**src/rtl/mux8_1_rr_if.sv**
```systemverilog
// Bundle of the eight source channels and the shared output port of mux8_1_rr.
// The slave modport is the mux side; master is the environment (sources and consumer).
interface mux8_1_rr_if #(
  parameter int unsigned WIDTH = 16
);
  logic [WIDTH-1:0] input1;
  logic [WIDTH-1:0] input2;
  logic [WIDTH-1:0] input3;
  logic [WIDTH-1:0] input4;
  logic [WIDTH-1:0] input5;
  logic [WIDTH-1:0] input6;
  logic [WIDTH-1:0] input7;
  logic [WIDTH-1:0] input8;
  logic [7:0]       in_valid;
  logic [7:0]       in_ready;
  logic [WIDTH-1:0] output1;
  logic [2:0]       selector;
  logic             out_valid;
  logic             out_ready;
  logic [15:0]      xfer_count;

  modport slave (
    input  input1, input2, input3, input4, input5, input6, input7, input8,
    input  in_valid, out_ready,
    output in_ready, output1, selector, out_valid, xfer_count
  );

  modport master (
    output input1, input2, input3, input4, input5, input6, input7, input8,
    output in_valid, out_ready,
    input  in_ready, output1, selector, out_valid, xfer_count
  );
endinterface

```
**src/rtl/mux8_1_rr.sv**
```systemverilog
// 8:1 round-robin valid/ready collector with a registered output stage and source index.
// Define MUX_FIXED_PRIORITY_EN for lowest-index-wins arbitration (no rotating pointer).
module mux8_1_rr #(
  parameter int unsigned WIDTH = 16
) (
  input  logic        clk,
  input  logic        reset_n,
  mux8_1_rr_if.slave  bus
);

  logic [WIDTH-1:0] in_data [8];
  logic [2:0]       scan_base;
  logic             grant_vld;
  logic [2:0]       grant;
  logic             load_ok;
  logic             xfer;
  logic [7:0]       in_ready_c;

  logic [WIDTH-1:0] output1_q, output1_d;
  logic [2:0]       selector_q, selector_d;
  logic             out_valid_q, out_valid_d;
  logic [15:0]      xfer_count_q, xfer_count_d;

  always_comb begin
    in_data[0] = bus.input1;
    in_data[1] = bus.input2;
    in_data[2] = bus.input3;
    in_data[3] = bus.input4;
    in_data[4] = bus.input5;
    in_data[5] = bus.input6;
    in_data[6] = bus.input7;
    in_data[7] = bus.input8;
  end

`ifdef MUX_FIXED_PRIORITY_EN
  assign scan_base = '0;
`else
  logic [2:0] rr_ptr_q, rr_ptr_d;

  assign scan_base = rr_ptr_q;

  always_comb begin
    rr_ptr_d = rr_ptr_q;
    if (xfer) rr_ptr_d = grant + 3'd1;
  end

  always_ff @(posedge clk or negedge reset_n) begin
    if (!reset_n) rr_ptr_q <= '0;
    else          rr_ptr_q <= rr_ptr_d;
  end
`endif

  // Scan upward from scan_base; the 3-bit index sum wraps 7 -> 0 naturally.
  always_comb begin
    grant_vld = 1'b0;
    grant     = '0;
    for (int unsigned i = 0; i < 8; i++) begin
      if (!grant_vld && bus.in_valid[scan_base + 3'(i)]) begin
        grant_vld = 1'b1;
        grant     = scan_base + 3'(i);
      end
    end
  end

  assign load_ok = !out_valid_q || bus.out_ready;
  assign xfer    = grant_vld && load_ok;

  // Gated by reset_n so no source sees an accept while the block is held in reset.
  always_comb begin
    in_ready_c = '0;
    if (xfer && reset_n) in_ready_c[grant] = 1'b1;
  end

  always_comb begin
    output1_d    = output1_q;
    selector_d   = selector_q;
    out_valid_d  = out_valid_q;
    xfer_count_d = xfer_count_q;
    if (xfer) begin
      output1_d    = in_data[grant];
      selector_d   = grant;
      out_valid_d  = 1'b1;
      xfer_count_d = xfer_count_q + 16'd1;
    end else if (bus.out_ready) begin
      out_valid_d  = 1'b0;
    end
  end

  always_ff @(posedge clk or negedge reset_n) begin
    if (!reset_n) begin
      output1_q    <= '0;
      selector_q   <= '0;
      out_valid_q  <= 1'b0;
      xfer_count_q <= '0;
    end else begin
      output1_q    <= output1_d;
      selector_q   <= selector_d;
      out_valid_q  <= out_valid_d;
      xfer_count_q <= xfer_count_d;
    end
  end

  assign bus.in_ready   = in_ready_c;
  assign bus.output1    = output1_q;
  assign bus.selector   = selector_q;
  assign bus.out_valid  = out_valid_q;
  assign bus.xfer_count = xfer_count_q;

endmodule
```
**src/flat_wrapper.sv**
```systemverilog
// flat-port wrapper written by rule: the top's interface ports become plain ports
module mux8_1_rr_flat 
#(
  parameter int unsigned WIDTH = 16
)
  (clk, reset_n, bus_input1, bus_input2, bus_input3, bus_input4, bus_input5, bus_input6, bus_input7, bus_input8, bus_in_valid, bus_out_ready, bus_in_ready, bus_output1, bus_selector, bus_out_valid, bus_xfer_count);
  mux8_1_rr_if #(.WIDTH(WIDTH)) bus_i ();
  input  logic clk;
  input  logic reset_n;
  input wire logic [$bits(bus_i.input1)-1:0] bus_input1;
  input wire logic [$bits(bus_i.input2)-1:0] bus_input2;
  input wire logic [$bits(bus_i.input3)-1:0] bus_input3;
  input wire logic [$bits(bus_i.input4)-1:0] bus_input4;
  input wire logic [$bits(bus_i.input5)-1:0] bus_input5;
  input wire logic [$bits(bus_i.input6)-1:0] bus_input6;
  input wire logic [$bits(bus_i.input7)-1:0] bus_input7;
  input wire logic [$bits(bus_i.input8)-1:0] bus_input8;
  input wire logic [$bits(bus_i.in_valid)-1:0] bus_in_valid;
  input wire logic [$bits(bus_i.out_ready)-1:0] bus_out_ready;
  output wire logic [$bits(bus_i.in_ready)-1:0] bus_in_ready;
  output wire logic [$bits(bus_i.output1)-1:0] bus_output1;
  output wire logic [$bits(bus_i.selector)-1:0] bus_selector;
  output wire logic [$bits(bus_i.out_valid)-1:0] bus_out_valid;
  output wire logic [$bits(bus_i.xfer_count)-1:0] bus_xfer_count;
  assign bus_i.input1 = bus_input1;
  assign bus_i.input2 = bus_input2;
  assign bus_i.input3 = bus_input3;
  assign bus_i.input4 = bus_input4;
  assign bus_i.input5 = bus_input5;
  assign bus_i.input6 = bus_input6;
  assign bus_i.input7 = bus_input7;
  assign bus_i.input8 = bus_input8;
  assign bus_i.in_valid = bus_in_valid;
  assign bus_i.out_ready = bus_out_ready;
  assign bus_in_ready = bus_i.in_ready;
  assign bus_output1 = bus_i.output1;
  assign bus_selector = bus_i.selector;
  assign bus_out_valid = bus_i.out_valid;
  assign bus_xfer_count = bus_i.xfer_count;
  mux8_1_rr #(.WIDTH(WIDTH)) u_core (.clk(clk), .reset_n(reset_n), .bus(bus_i));
endmodule
```
**config.mk**
```make
export PLATFORM = sky130hd
export DESIGN_NAME = mux8_1_rr_flat
export DESIGN_NICKNAME = d
export VERILOG_FILES = /design/src/rtl/mux8_1_rr_if.sv /design/src/rtl/mux8_1_rr.sv /design/src/flat_wrapper.sv
export SDC_FILE = /design/constraint.sdc
export NUM_CORES = 1
export LEC_CHECK = 0
export ABC_CLOCK_PERIOD_IN_PS = 3350
export BUFFER_PORTS_ARGS = -buffer_cell sky130_fd_sc_hd__buf_2
export CORE_ASPECT_RATIO = 1.75
export CORE_UTILIZATION = 43
export CTS_CLUSTER_SIZE = 28
export DETAILED_ROUTE_END_ITERATION = 8
export PLACE_DENSITY = 0.79
export SYNTH_ARGS = -nofsm -noshare
export SYNTH_HDL_FRONTEND = slang
export SYNTH_SLANG_ARGS = --single-unit
```
**constraint.sdc**
```tcl
create_clock -name clk -period 3.35 [get_ports clk]
set_input_delay 0.1675 -clock clk [delete_from_list [all_inputs] [get_ports clk]]
set_output_delay 0.1675 -clock clk [all_outputs]
set_load 0.05 [all_outputs]
```
==> summary.log <==
qor: outcome.outcome finished with violations
qor: outcome.failed_checks negative setup slack
qor: setup_path.cp_max_fo 6
qor: setup_path.worstReg2RegStart u_core.rr_ptr_q[0]
qor: sta.worst_slack -136 ps
qor: yosys.synthesis.instances 372
qor: floorplan.io_pins 183
qor: floorplan.initial_utilization 0.443
qor: sta.max-slew-margin-rel 0.689
qor: cells_and_area.area_growth 55.8%
qor: sta.fin_setup_tns -1600 ps
qor: global_route.global_route_wire_length_before_repair 18100 µm
qor: clock_tree.cts.reportedPaths.clkPinSlew 70 ps
qor: sta.finalCriticalPeriod 3490 ps
qor: clock_tree.tritoncts_buffer_count 5
qor: setup_path.worst_ep_required_time 3540 ps
qor: cells_and_area.most-common-layout-cells buf_2 (174), mux2i_1 (101), buf_4 (40)
qor: clock_tree.cts_root_buffer clkbuf_16
qor: yosys.synth.lib_cells_used.distinct 46
qor: floorplan.std_cell_rows 44
qor: sta.achievable-frequency 287 MHz
qor: sta.drv_slew 0
qor: setup_path.cp_slowest_stage_delay 520 ps
qor: placed_design.portBuffers 182
qor: sta.hold_viol_final 0
qor: cells_and_area.fillers 640
qor: setup_path.rr_worst_depth 14
qor: clock_tree.htree_levels 2
qor: global_route.grt_antenna_before_repair 0
qor: setup_path.critical-path-slowest-cell mux4_2
qor: setup_path.path_buf_inv 4
qor: sta.rsz0062_at_grt true
qor: global_route.grt_start_max_net_pins 32
qor: drt.vias_per_cell 5.70
qor: floorplan.dieArea 8900 µm²
qor: cells_and_area.final_layout_size_suffix_gt1_frac 0.533
qor: setup_path.crit_path_start_kind register
qor: global_route.first_global_vias 3923
qor: setup_path.ff2ff_setup_slack -140 ps
qor: yosys.synth-async-reset-ratio 1.00
qor: setup_path.worst_ep_arrival_time 3680 ps
qor: setup_path.kind_of_cell_with_the_highest_combined_delay_on_the_critical_path multiplexers
qor: placed_design.dpl-instance-area 5060 µm²
qor: setup_path.timing.setup.critical_path_class register to register
qor: floorplan.placeableCoreArea 8260 µm²
qor: setup_path.path_cells inv_4, ha_4, mux2_4, mux4_2, nand2b_4, a221o_1, a32oi_4, buf_4, buf_6, buf_6, a21oi_1, mux2i_1, mux2i_1, o32ai_1
qor: sta.final_period_utilization 1.04
qor: cells_and_area.final_core_utilization 0.691
qor: floorplan.fp.dieW 71.8 µm
qor: clock_tree.clkLatencyLatePin 290 ps
qor: cells_and_area.finalNetCount 739
qor: job.number_of_maximum_capacitance_violations 0
qor: clock_tree.cts.sink_count 39
qor: placed_design.detailedPlacementHpwl 9160 µm
qor: cells_and_area.num_antenna_cells 0
qor: yosys.post_synth_main_area_contributors mux2i_1 (31%), dfrtp_1 (27%), mux4_2 (6.8%), a21oi_1 (3.8%), mux2_2 (3.1%)
qor: drt.detail_route.first_pass.iterations 4
qor: yosys.syn_area_per_cell 9.84 µm²
qor: clock_tree.clock_path_buffers 2
qor: setup_path.r2r_end u_core.bus.output1[4]
qor: yosys.synth_sequential_area_ratio 0.266
qor: yosys.postSynthRegisterBits 39
qor: sta.timing.final.setup_violations 24
qor: yosys.synth_top_flop_cell dfrtp_1
qor: setup_path.critical_path_sink_type register
qor: clock_tree.clock_tree_from_tritoncts built
qor: setup_path.worst_setup_path_endpoint u_core.bus.output1[4]
qor: yosys.synth.net_count 514
qor: sta.final.hold.worst_slack 83.6 ps
qor: global_route.grt_remaining_overflow 0
qor: drt.drtIter0Drc 192
qor: yosys.synth.yosys.warnings 0
qor: yosys.synth_top_area_frac 0.314
qor: worst_hold_path.timing.hold.worst.class primary input to register
qor: sta.worst-slew-pin-transition 466 ps
qor: yosys.synth_top_cell_by_area mux2i_1
qor: floorplan.die_h 124 µm
qor: placed_design.gp_congestion 0.897
qor: drt.antenna_violating_nets_left 0
qor: global_route.grt_util_all_layers 0.265
qor: cells_and_area.post-route-cell-area 5700 µm²
qor: drt.routed_wl 12500 µm
qor: drt.num_vias 3936
qor: cells_and_area.most_common_cell_after_layout_fill_and_taps_aside buf_2
qor: drt.drt-wirelength-per-cell 18.0 µm
qor: sta.finClkSkew 4.80 ps
qor: setup_path.count_of_cell_instances_traversed_by_the_critical_path 14
qor: yosys.post_synthesis_cell_area 3660 µm²
qor: drt.post-route-drc-count 0
qor: yosys.edff_count_synth 0
qor: setup_path.crit_start u_core.rr_ptr_q[0]
cells by family (layout without fill, tap and decap cells):
group / count (synthesis) / in the layout / synth area share
multiplexers: 137 / 137 / 0.417
AND/OR/NAND/NOR: 89 / 89 / 0.125
XOR/XNOR: 19 / 19 / 0.0454
flip-flops: 39 / 39 / 0.266
buffers and inverters: 33 / 259 / 0.0489
AO/OA/AOI/OAI: 52 / 52 / 0.0875
adder cells (fa/ha/maj): 3 / 3 / 0.0103
worst register-to-register path: stages (launching register included):
cell and delay [ps]:
dfrtp_1 410, inv_4 50, ha_4 320, mux2_4 320, mux4_2 520, nand2b_4 160
a221o_1 360, a32oi_4 230, buf_4 160, buf_6 140, buf_6 140, a21oi_1 60
mux2i_1 160, mux2i_1 110, o32ai_1 260
worst min path at each step:
stage,depth (start not counted),endpoint,slack [ps],start
finish,2,u_core.bus.out_valid,80,bus_out_ready
global route,2,u_core.bus.out_valid,90,bus_out_ready
CTS,2,u_core.bus.out_valid,80,bus_out_ready
detailed placement,1,u_core.bus.selector[0],120,reset_n
global placement,1,u_core.rr_ptr_q[2],120,reset_n
floorplan,0,u_core.bus.out_valid,-130,reset_n
cell usage after synthesis (2+ instances only):
| cell type | number |
|---|---|
| xnor2_1 | 12 |
| clkbuf_1 | 6 |
| a21oi_1 | 28 |
| mux2_2 | 10 |
| buf_4 | 8 |
| nor3b_1 | 4 |
| xor2_1 | 7 |
| nor3_1 | 2 |
| buf_2 | 8 |
| o22ai_1 | 2 |
| inv_1 | 7 |
| ha_1 | 3 |
| buf_1 | 2 |
| and3_1 | 6 |
| nand3_1 | 12 |
| nand4_1 | 8 |
| a32oi_1 | 3 |
| nand2_1 | 12 |
| mux4_2 | 11 |
| o21ai_0 | 4 |
| and4_1 | 2 |
| nor2b_1 | 3 |
| dfrtp_1 | 39 |
| buf_6 | 2 |
| mux2i_1 | 115 |
| nor2_1 | 30 |
| o211ai_1 | 3 |
| nand2b_1 | 5 |
per-stage QoR:
| step | setup WS, ps | std cells |
|---|---|---|
| 3_3_place_gp | -41.9 | 660 |
| 5_1_grt | -235 | 690 |
| 2_1_floorplan | 6.82 | 372 |
| 6_report | -136 | 690 |
| 4_1_cts | -109 | 686 |
| 3_5_place_dp | -133 | 660 |
repair_timing:
| item | CTS | global route |
|---|---|---|
| cloned | 2 | 1 |
| hold buffers | 1 | 0 |
| gates resized for setup | 46 | 21 |
| endpoints found under the setup margin | 24 | 26 |
| endpoints found under the hold margin | 13 | 0 |
| setup buffers | 15 | 4 |
| pin swaps | 18 | 9 |
registers in the layout, indices dropped and copies added (netlist names):
name,count
u_core.bus.selector,3
u_core.bus.out_valid,1
u_core.bus.output1,16
u_core.bus.xfer_count,16
u_core.rr_ptr_q,3
routing by layer:
metal / share of wire / track usage
met1: 0.34 / 0.256
met2: 0.57 / 0.530
met3: 0.045 / 0.0299
met4: 0.042 / 0.145
met5: 0 / 0
final cells by class:
cell class / instances / area [µm²] / share of cell area
inverters: 7 / 33.8 / 0.00592
clock inverters: 3 / 43.8 / 0.00768
multi-input cells: 300 / 2810 / 0.492
flip-flops and latches: 39 / 976 / 0.171
well taps: 92 / 115 / 0.0202
clock buffers: 5 / 125 / 0.0219
repair buffers: 244 / 1600 / 0.281
Power is not shown: default switching activity piles up to over one toggle a cycle in this logic, so the estimate is an artifact.
